$ cat src/rtl/rc5_decipher_pkg.sv
// Shared constants and state encoding for the RC5-32/12 decryption core.
// Word width, round count and the S-table size all derive from here.
package rc5_decipher_pkg;

  localparam int W         = 32;
  localparam int R         = 12;
  localparam int S_SIZE    = 2 * R + 2;
  localparam int R_BIT     = $clog2(S_SIZE);
  localparam int ROT_VALUE = $clog2(W);

  typedef enum logic [1:0] {
    ST_IDLE  = 2'd0,
    ST_PRIME = 2'd1,
    ST_RUN   = 2'd2,
    ST_DONE  = 2'd3
  } rc5_state_e;

endpackage

$ cat src/rtl/rc5_decipher_if.sv
// Start/data, S-table read port and result signals of the RC5 decryption core.
// Handshake: iStart is honoured only while the core is idle (oBusy=0, oDone=0); oDone pulses one cycle with the result.
interface rc5_decipher_if;
  import rc5_decipher_pkg::*;

  logic          iStart;
  logic [W-1:0]  iA;
  logic [W-1:0]  iB;
  logic [W-1:0]  oS_address;
  logic [W-1:0]  iS_sub_i;
  logic [W-1:0]  oA_plain;
  logic [W-1:0]  oB_plain;
  logic          oBusy;
  logic          oDone;
  rc5_state_e    state_dbg;

  modport slave (
    input  iStart, iA, iB, iS_sub_i,
    output oS_address, oA_plain, oB_plain, oBusy, oDone, state_dbg
  );

  modport master (
    output iStart, iA, iB, iS_sub_i,
    input  oS_address, oA_plain, oB_plain, oBusy, oDone, state_dbg
  );

endinterface

$ cat src/rtl/rc5_decipher_barrel_rotr.sv
// Combinational right rotate built as a log2(W)-stage shifter.
module rc5_decipher_barrel_rotr #(
  parameter int W         = 32,
  parameter int ROT_VALUE = $clog2(W)
) (
  input  logic [W-1:0]         iData,
  input  logic [ROT_VALUE-1:0] iRotate,
  output logic [W-1:0]         oData
);

  logic [W-1:0] stage [0:ROT_VALUE];

  assign stage[0] = iData;

  // Stage s rotates right by 2**s when bit s of the amount is set.
  for (genvar s = 0; s < ROT_VALUE; s++) begin : g_stage
    assign stage[s+1] = iRotate[s] ? {stage[s][(2**s)-1:0], stage[s][W-1:(2**s)]}
                                   : stage[s];
  end

  assign oData = stage[ROT_VALUE];

endmodule

$ cat src/rtl/rc5_decipher.sv
// Iterative RC5 decryption: walks the S table from index 2R+1 down to 0,
// one table word per clock, and presents the plaintext pair with a one-cycle oDone.
module rc5_decipher
  import rc5_decipher_pkg::*;
(
  input logic           clk,
  input logic           rst,
  rc5_decipher_if.slave bus
);

  localparam logic [R_BIT-1:0] K_TOP     = R_BIT'(S_SIZE - 1);
  localparam logic [W-1:0]     ADDR_TOP  = W'(S_SIZE - 1);
  localparam logic [W-1:0]     ADDR_NEXT = W'(S_SIZE - 2);

  rc5_state_e       state_q;
  logic [W-1:0]     ra_q;
  logic [W-1:0]     rb_q;
  logic [R_BIT-1:0] k_q;

  logic [W-1:0]     a_diff;
  logic [W-1:0]     b_diff;
  logic [W-1:0]     a_rot;
  logic [W-1:0]     b_rot;
  logic [R_BIT-1:0] k_dec2;

  assign a_diff = ra_q - bus.iS_sub_i;
  assign b_diff = rb_q - bus.iS_sub_i;
  assign k_dec2 = k_q - R_BIT'(2);

  rc5_decipher_barrel_rotr #(.W(W), .ROT_VALUE(ROT_VALUE)) u_rot_b (
    .iData   (b_diff),
    .iRotate (ra_q[ROT_VALUE-1:0]),
    .oData   (b_rot)
  );

  rc5_decipher_barrel_rotr #(.W(W), .ROT_VALUE(ROT_VALUE)) u_rot_a (
    .iData   (a_diff),
    .iRotate (rb_q[ROT_VALUE-1:0]),
    .oData   (a_rot)
  );

  assign bus.state_dbg = state_q;

  always_ff @(posedge clk or posedge rst) begin
    if (rst) begin
      state_q        <= ST_IDLE;
      ra_q           <= '0;
      rb_q           <= '0;
      k_q            <= '0;
      bus.oS_address <= '0;
      bus.oA_plain   <= '0;
      bus.oB_plain   <= '0;
      bus.oBusy      <= 1'b0;
      bus.oDone      <= 1'b0;
    end else begin
      case (state_q)
        ST_IDLE: begin
          if (bus.iStart) begin
            ra_q           <= bus.iA;
            rb_q           <= bus.iB;
            k_q            <= K_TOP;
            bus.oS_address <= ADDR_TOP;
            bus.oBusy      <= 1'b1;
            state_q        <= ST_PRIME;
          end
        end

        // First table word is still in flight from the RAM.
        ST_PRIME: begin
          bus.oS_address <= ADDR_NEXT;
          state_q        <= ST_RUN;
        end

        // Address runs two ahead of k: one for the register, one for RAM latency.
        ST_RUN: begin
          if (k_q >= R_BIT'(2)) begin
            bus.oS_address <= {{(W-R_BIT){1'b0}}, k_dec2};
          end
          if (k_q == '0) begin
            ra_q         <= a_diff;
            bus.oA_plain <= a_diff;
            bus.oB_plain <= rb_q;
            bus.oDone    <= 1'b1;
            state_q      <= ST_DONE;
          end else begin
            k_q <= k_q - R_BIT'(1);
            if (k_q == R_BIT'(1)) begin
              rb_q <= b_diff;
            end else if (k_q[0]) begin
              rb_q <= b_rot ^ ra_q;
            end else begin
              ra_q <= a_rot ^ rb_q;
            end
          end
        end

        ST_DONE: begin
          bus.oDone <= 1'b0;
          bus.oBusy <= 1'b0;
          state_q   <= ST_IDLE;
        end

        default: state_q <= ST_IDLE;
      endcase
    end
  end

endmodule
$ cat src/flat_wrapper.sv
// flat-port wrapper written by rule: the top's interface ports become plain ports
module rc5_decipher_flat import rc5_decipher_pkg::*;
  (clk, rst, bus_iStart, bus_iA, bus_iB, bus_iS_sub_i, bus_oS_address, bus_oA_plain, bus_oB_plain, bus_oBusy, bus_oDone, bus_state_dbg);
  rc5_decipher_if bus_i ();
  input logic clk;
  input logic rst;
  input wire logic [$bits(bus_i.iStart)-1:0] bus_iStart;
  input wire logic [$bits(bus_i.iA)-1:0] bus_iA;
  input wire logic [$bits(bus_i.iB)-1:0] bus_iB;
  input wire logic [$bits(bus_i.iS_sub_i)-1:0] bus_iS_sub_i;
  output wire logic [$bits(bus_i.oS_address)-1:0] bus_oS_address;
  output wire logic [$bits(bus_i.oA_plain)-1:0] bus_oA_plain;
  output wire logic [$bits(bus_i.oB_plain)-1:0] bus_oB_plain;
  output wire logic [$bits(bus_i.oBusy)-1:0] bus_oBusy;
  output wire logic [$bits(bus_i.oDone)-1:0] bus_oDone;
  output wire logic [$bits(bus_i.state_dbg)-1:0] bus_state_dbg;
  assign bus_i.iStart = bus_iStart;
  assign bus_i.iA = bus_iA;
  assign bus_i.iB = bus_iB;
  assign bus_i.iS_sub_i = bus_iS_sub_i;
  assign bus_oS_address = bus_i.oS_address;
  assign bus_oA_plain = bus_i.oA_plain;
  assign bus_oB_plain = bus_i.oB_plain;
  assign bus_oBusy = bus_i.oBusy;
  assign bus_oDone = bus_i.oDone;
  assign bus_state_dbg = bus_i.state_dbg;
  rc5_decipher u_core (.clk(clk), .rst(rst), .bus(bus_i));
endmodule
$ cat config.mk
export PLATFORM = sky130hd
export DESIGN_NAME = rc5_decipher_flat
export DESIGN_NICKNAME = d
export VERILOG_FILES = /design/src/rtl/rc5_decipher_pkg.sv /design/src/rtl/rc5_decipher_if.sv /design/src/rtl/rc5_decipher_barrel_rotr.sv /design/src/rtl/rc5_decipher.sv /design/src/flat_wrapper.sv
export SDC_FILE = /design/constraint.sdc
export NUM_CORES = 1
export LEC_CHECK = 0
export BUFFER_PORTS_ARGS = -buffer_cell sky130_fd_sc_hd__clkbuf_2
export CORE_MARGIN = 1.5
export CORE_UTILIZATION = 65
export CTS_CLUSTER_SIZE = 20
export DETAILED_ROUTE_END_ITERATION = 10
export PLACE_DENSITY = 0.89
export SKIP_LAST_GASP = 1
export SYNTH_ARGS = -nofsm -noshare
export SYNTH_HDL_FRONTEND = slang
export SYNTH_HIERARCHICAL = 1
export SYNTH_SLANG_ARGS = --single-unit
$ cat constraint.sdc
create_clock -name clk -period 11.6 [get_ports clk]
set_input_delay 0.58 -clock clk [delete_from_list [all_inputs] [get_ports clk]]
set_output_delay 0.58 -clock clk [all_outputs]
set_load 0.02 [all_outputs]
==> run_results.csv <==
group,metric,value,unit
placed_design,pre_cts_ws,5.686,ns
timing,slew_viol_final,0,
die,design.die.area,23600,µm²
grt,overflow,0,
synth,yosys_warnings,6,
clock_tree,cts_tree,"done",
worst_setup_path,critPathLaunchType,"flop",
synth,synth_top_area_cell,"dfrtp_1",
die,boundaryPins,199,
detailed_routing,drtIter0Drc,1992,
die,dieWidth,153.6,µm
detailed_routing,vias_per_cell,7.119,
grt,grt_max_degree,84,
grt,met3_usage,12.23,%
worst_setup_path,slowest_stage,"dfrtp_2",
die,dieHeight,153.6,µm
clock_tree,cts_max_level,4,
detailed_routing,routed_wl,54390,µm
clock_tree,cts_sinks,142,
worst_setup_path,end_kind,"flop",
detailed_routing,postRouteAntennaNets,0,
worst_setup_path,slowest_delay,1.03,ns
cells_and_area,design_area,16090,µm²
timing,setup_violations,0,
placed_design,gp_congestion,1.045,
detailed_routing,num_vias,14320,
cells_and_area,layout-drive-gt1-share,26.11,%
grt,top_usage_layer,"met2",
timing,finalSetupTns,0,ns
worst_setup_path,crit_chain,"inv_1 > fa_1 > nor2b_1 > o21ai_1 > a21boi_1 > o21ai_0 > a21oi_1 > o21ba_2 > o31ai_2 > o211ai_1 > xor2_1 > mux4_1 > mux4_2 > mux2_2 > xnor2_1 > nor2_1 > a22oi_1 > o31ai_1 > a22o_1",
worst_setup_path,critPathKind,"flop to flop",
grt,grt_pass1_wl,81720,µm
synth,synthesis.area,14750,µm²
timing,period_share,52.21,%
synth,synth_top_area_share,24.09,%
timing,post-route-min-period,6.056,ns
clock_tree,post_cts_buffers,0,
synth,synth.lib_cells_used.distinct,75,
placed_design,dpl_cell_area,15500,µm²
timing,clock.fmax,0.1651,GHz
timing,relSlewSlack,15.53,%
timing,hold-worst-slack,0.2788,ns
worst_setup_path,arrival,6.39,ns
clock_tree,cts-root-buf,"clkbuf_16",
synth,ys.flop_type,"dfrtp_1",
detailed_routing,drt-wirelength-per-cell,27.03,µm
synth,synth_area_leaders,"dfrtp_1 (24%), mux4_2 (19%), nand2_1 (6.8%)",
clock_tree,insertion_delay,0.44,ns
detailed_routing,route.detailed.drc,0,
clock_tree,numCtsBuffers,17,
synth,yosysMostFrequentCell,"nand2_1",
grt,grtUsageMet2,68.39,%
timing,max_slew.worst_pin.slew,1.260,ns
clock_tree,clockBufferDepth,2,
timing,fin_skew,0.01215,ns
cells_and_area,fin_nets,1891,
placed_design,dp_hpwl,41270,µm
worst_setup_path,regToRegEndpoint,"u_core/ra_q[31]$_DFFE_PP0P_",
grt,grt_use_total,46.56,%
placed_design,portBuffers,171,
status,status,"finished, final reports clean",
grt,grt_util_met1,62.73,%
worst_setup_path,crit_required,11.93,ns
synth,avgSynthCellArea,9.155,µm²
clock_tree,hold_buffers,0,
die,initial_utilization,66.96,%
detailed_routing,drt_first_pass_iters,6,
synth,synth_common_cells,"nand2_1 (266), dfrtp_1 (142), a21oi_1 (128)",
synth,synth-seq-cells,142,
clock_tree,cts.clk_slew.worst_paths,0.07,ns
worst_setup_path,ff2ff_path_depth,19,
synth,ys_seq_area_share,24.09,%
cells_and_area,area_growth,9.120,%
run,cap_violations,0,
worst_setup_path,path_max_fanout,36,
timing,hold_violations,0,
synth,synth_edf_count,0,
timing,fin_ws,5.544,ns
die,rows,54,
clock_tree,cts_resized,0,
min_path,hold_path.class,"primary input to asynchronous set/reset pin",
synth,synthCells,1611,
grt,antenna_found_initial,2,
timing,rsz0062_at_grt,"false",
die,core,22030,µm²
synth,async_flop_share,100.0,%
worst_setup_path,rrSetupSlack,5.54,ns
grt,grt_pass1_vias,13470,
worst_setup_path,rr_startpoint,"u_core/ra_q[1]$_DFFE_PP0P_",
-- placed cells by master, fill, tap and decap left out, types with 68 or more instances in the layout --
cell and count:
a21oi_1 128, clkbuf_2 171, dfrtp_1 138, ha_1 71, mux2_2 68, mux4_2 126
nand2_1 265, nor2_1 120, o21ai_0 78, xnor2_1 95
-- cells by family after synthesis --
logic type,synth area share (%)
AO/OA/AOI/OAI,16.23
buffers and inverters,6.922
multiplexers,25.40
adder cells (fa/ha/maj),6.379
flip-flops,24.09
other,0.02543
XOR/XNOR,7.245
AND/OR/NAND/NOR,13.71
-- routing by layer --
| metal | wire length (µm) | part of all wire [%] | vias up |
|---|---|---|---|
| met3 | 7809 | 14 | 262 |
| met2 | 23040 | 42 | 1186 |
| met1 | 19700 | 36 | 6845 |
| li1 | - | - | 6029 |
| met5 | 13 | 0.024 | - |
| met4 | 3827 | 7.0 | 2 |
-- final cells by class --
type                       instances  area [µm²]
clock buffer                      17       425.4
antenna                            1       2.502
fill                            1697        5932
clock inverter                    15       165.2
timing repair buffer             197        1051
inverter                          67       256.5
sequential                       142        3558
multi-input combinational       1293       10280
tap                              280       350.3
-- worst max path at each step --
stage                                     from                           to  slack [ns]
finish              u_core/ra_q[1]$_DFFE_PP0P_  u_core/ra_q[31]$_DFFE_PP0P_        5.54
global route        u_core/ra_q[1]$_DFFE_PP0P_   u_core/ra_q[2]$_DFFE_PP0P_        5.19
CTS                 u_core/ra_q[1]$_DFFE_PP0P_  u_core/ra_q[31]$_DFFE_PP0P_        5.66
detailed placement  u_core/ra_q[1]$_DFFE_PP0P_  u_core/ra_q[31]$_DFFE_PP0P_        5.69
global placement    u_core/ra_q[1]$_DFFE_PP0P_  u_core/ra_q[31]$_DFFE_PP0P_        5.79
floorplan                      bus_iS_sub_i[0]  u_core/rb_q[31]$_DFFE_PP0P_        6.99
-- worst max-delay path: cells and delay by family, from the launching register on --
kind / cells / cell delay, ns
buffers and inverters: 1 / 0.18
AO/OA/AOI/OAI: 10 / 2.25
AND/OR/NAND/NOR: 2 / 0.21
flip-flops: 1 / 1.03
adder cells (fa/ha/maj): 1 / 0.48
XOR/XNOR: 2 / 0.37
multiplexers: 3 / 1.44
-- flip-flops by register name, indices dropped and copies added (netlist names) --
signal / flops
u_core/bus.oA_plain: 32
u_core/bus.oB_plain: 32
u_core/bus.oBusy: 1
u_core/bus.oDone: 1
u_core/bus.oS_address: 5
u_core/bus.state_dbg: 2
u_core/k_q: 5
u_core/ra_q: 32
u_core/rb_q: 32
-- per-stage QoR --
stage | util (%) | instances
5_1_grt | 73.06 | 2011
4_1_cts | 73.06 | 2011
6_report | 73.07 | 2012
2_1_floorplan | - | 1637
3_5_place_dp | 70.38 | 1979
3_3_place_gp | 70.38 | 1979
Power is left out: the tool's default activity adds up to more than one toggle a clock period on the data nets, which glitch-free logic cannot reach.
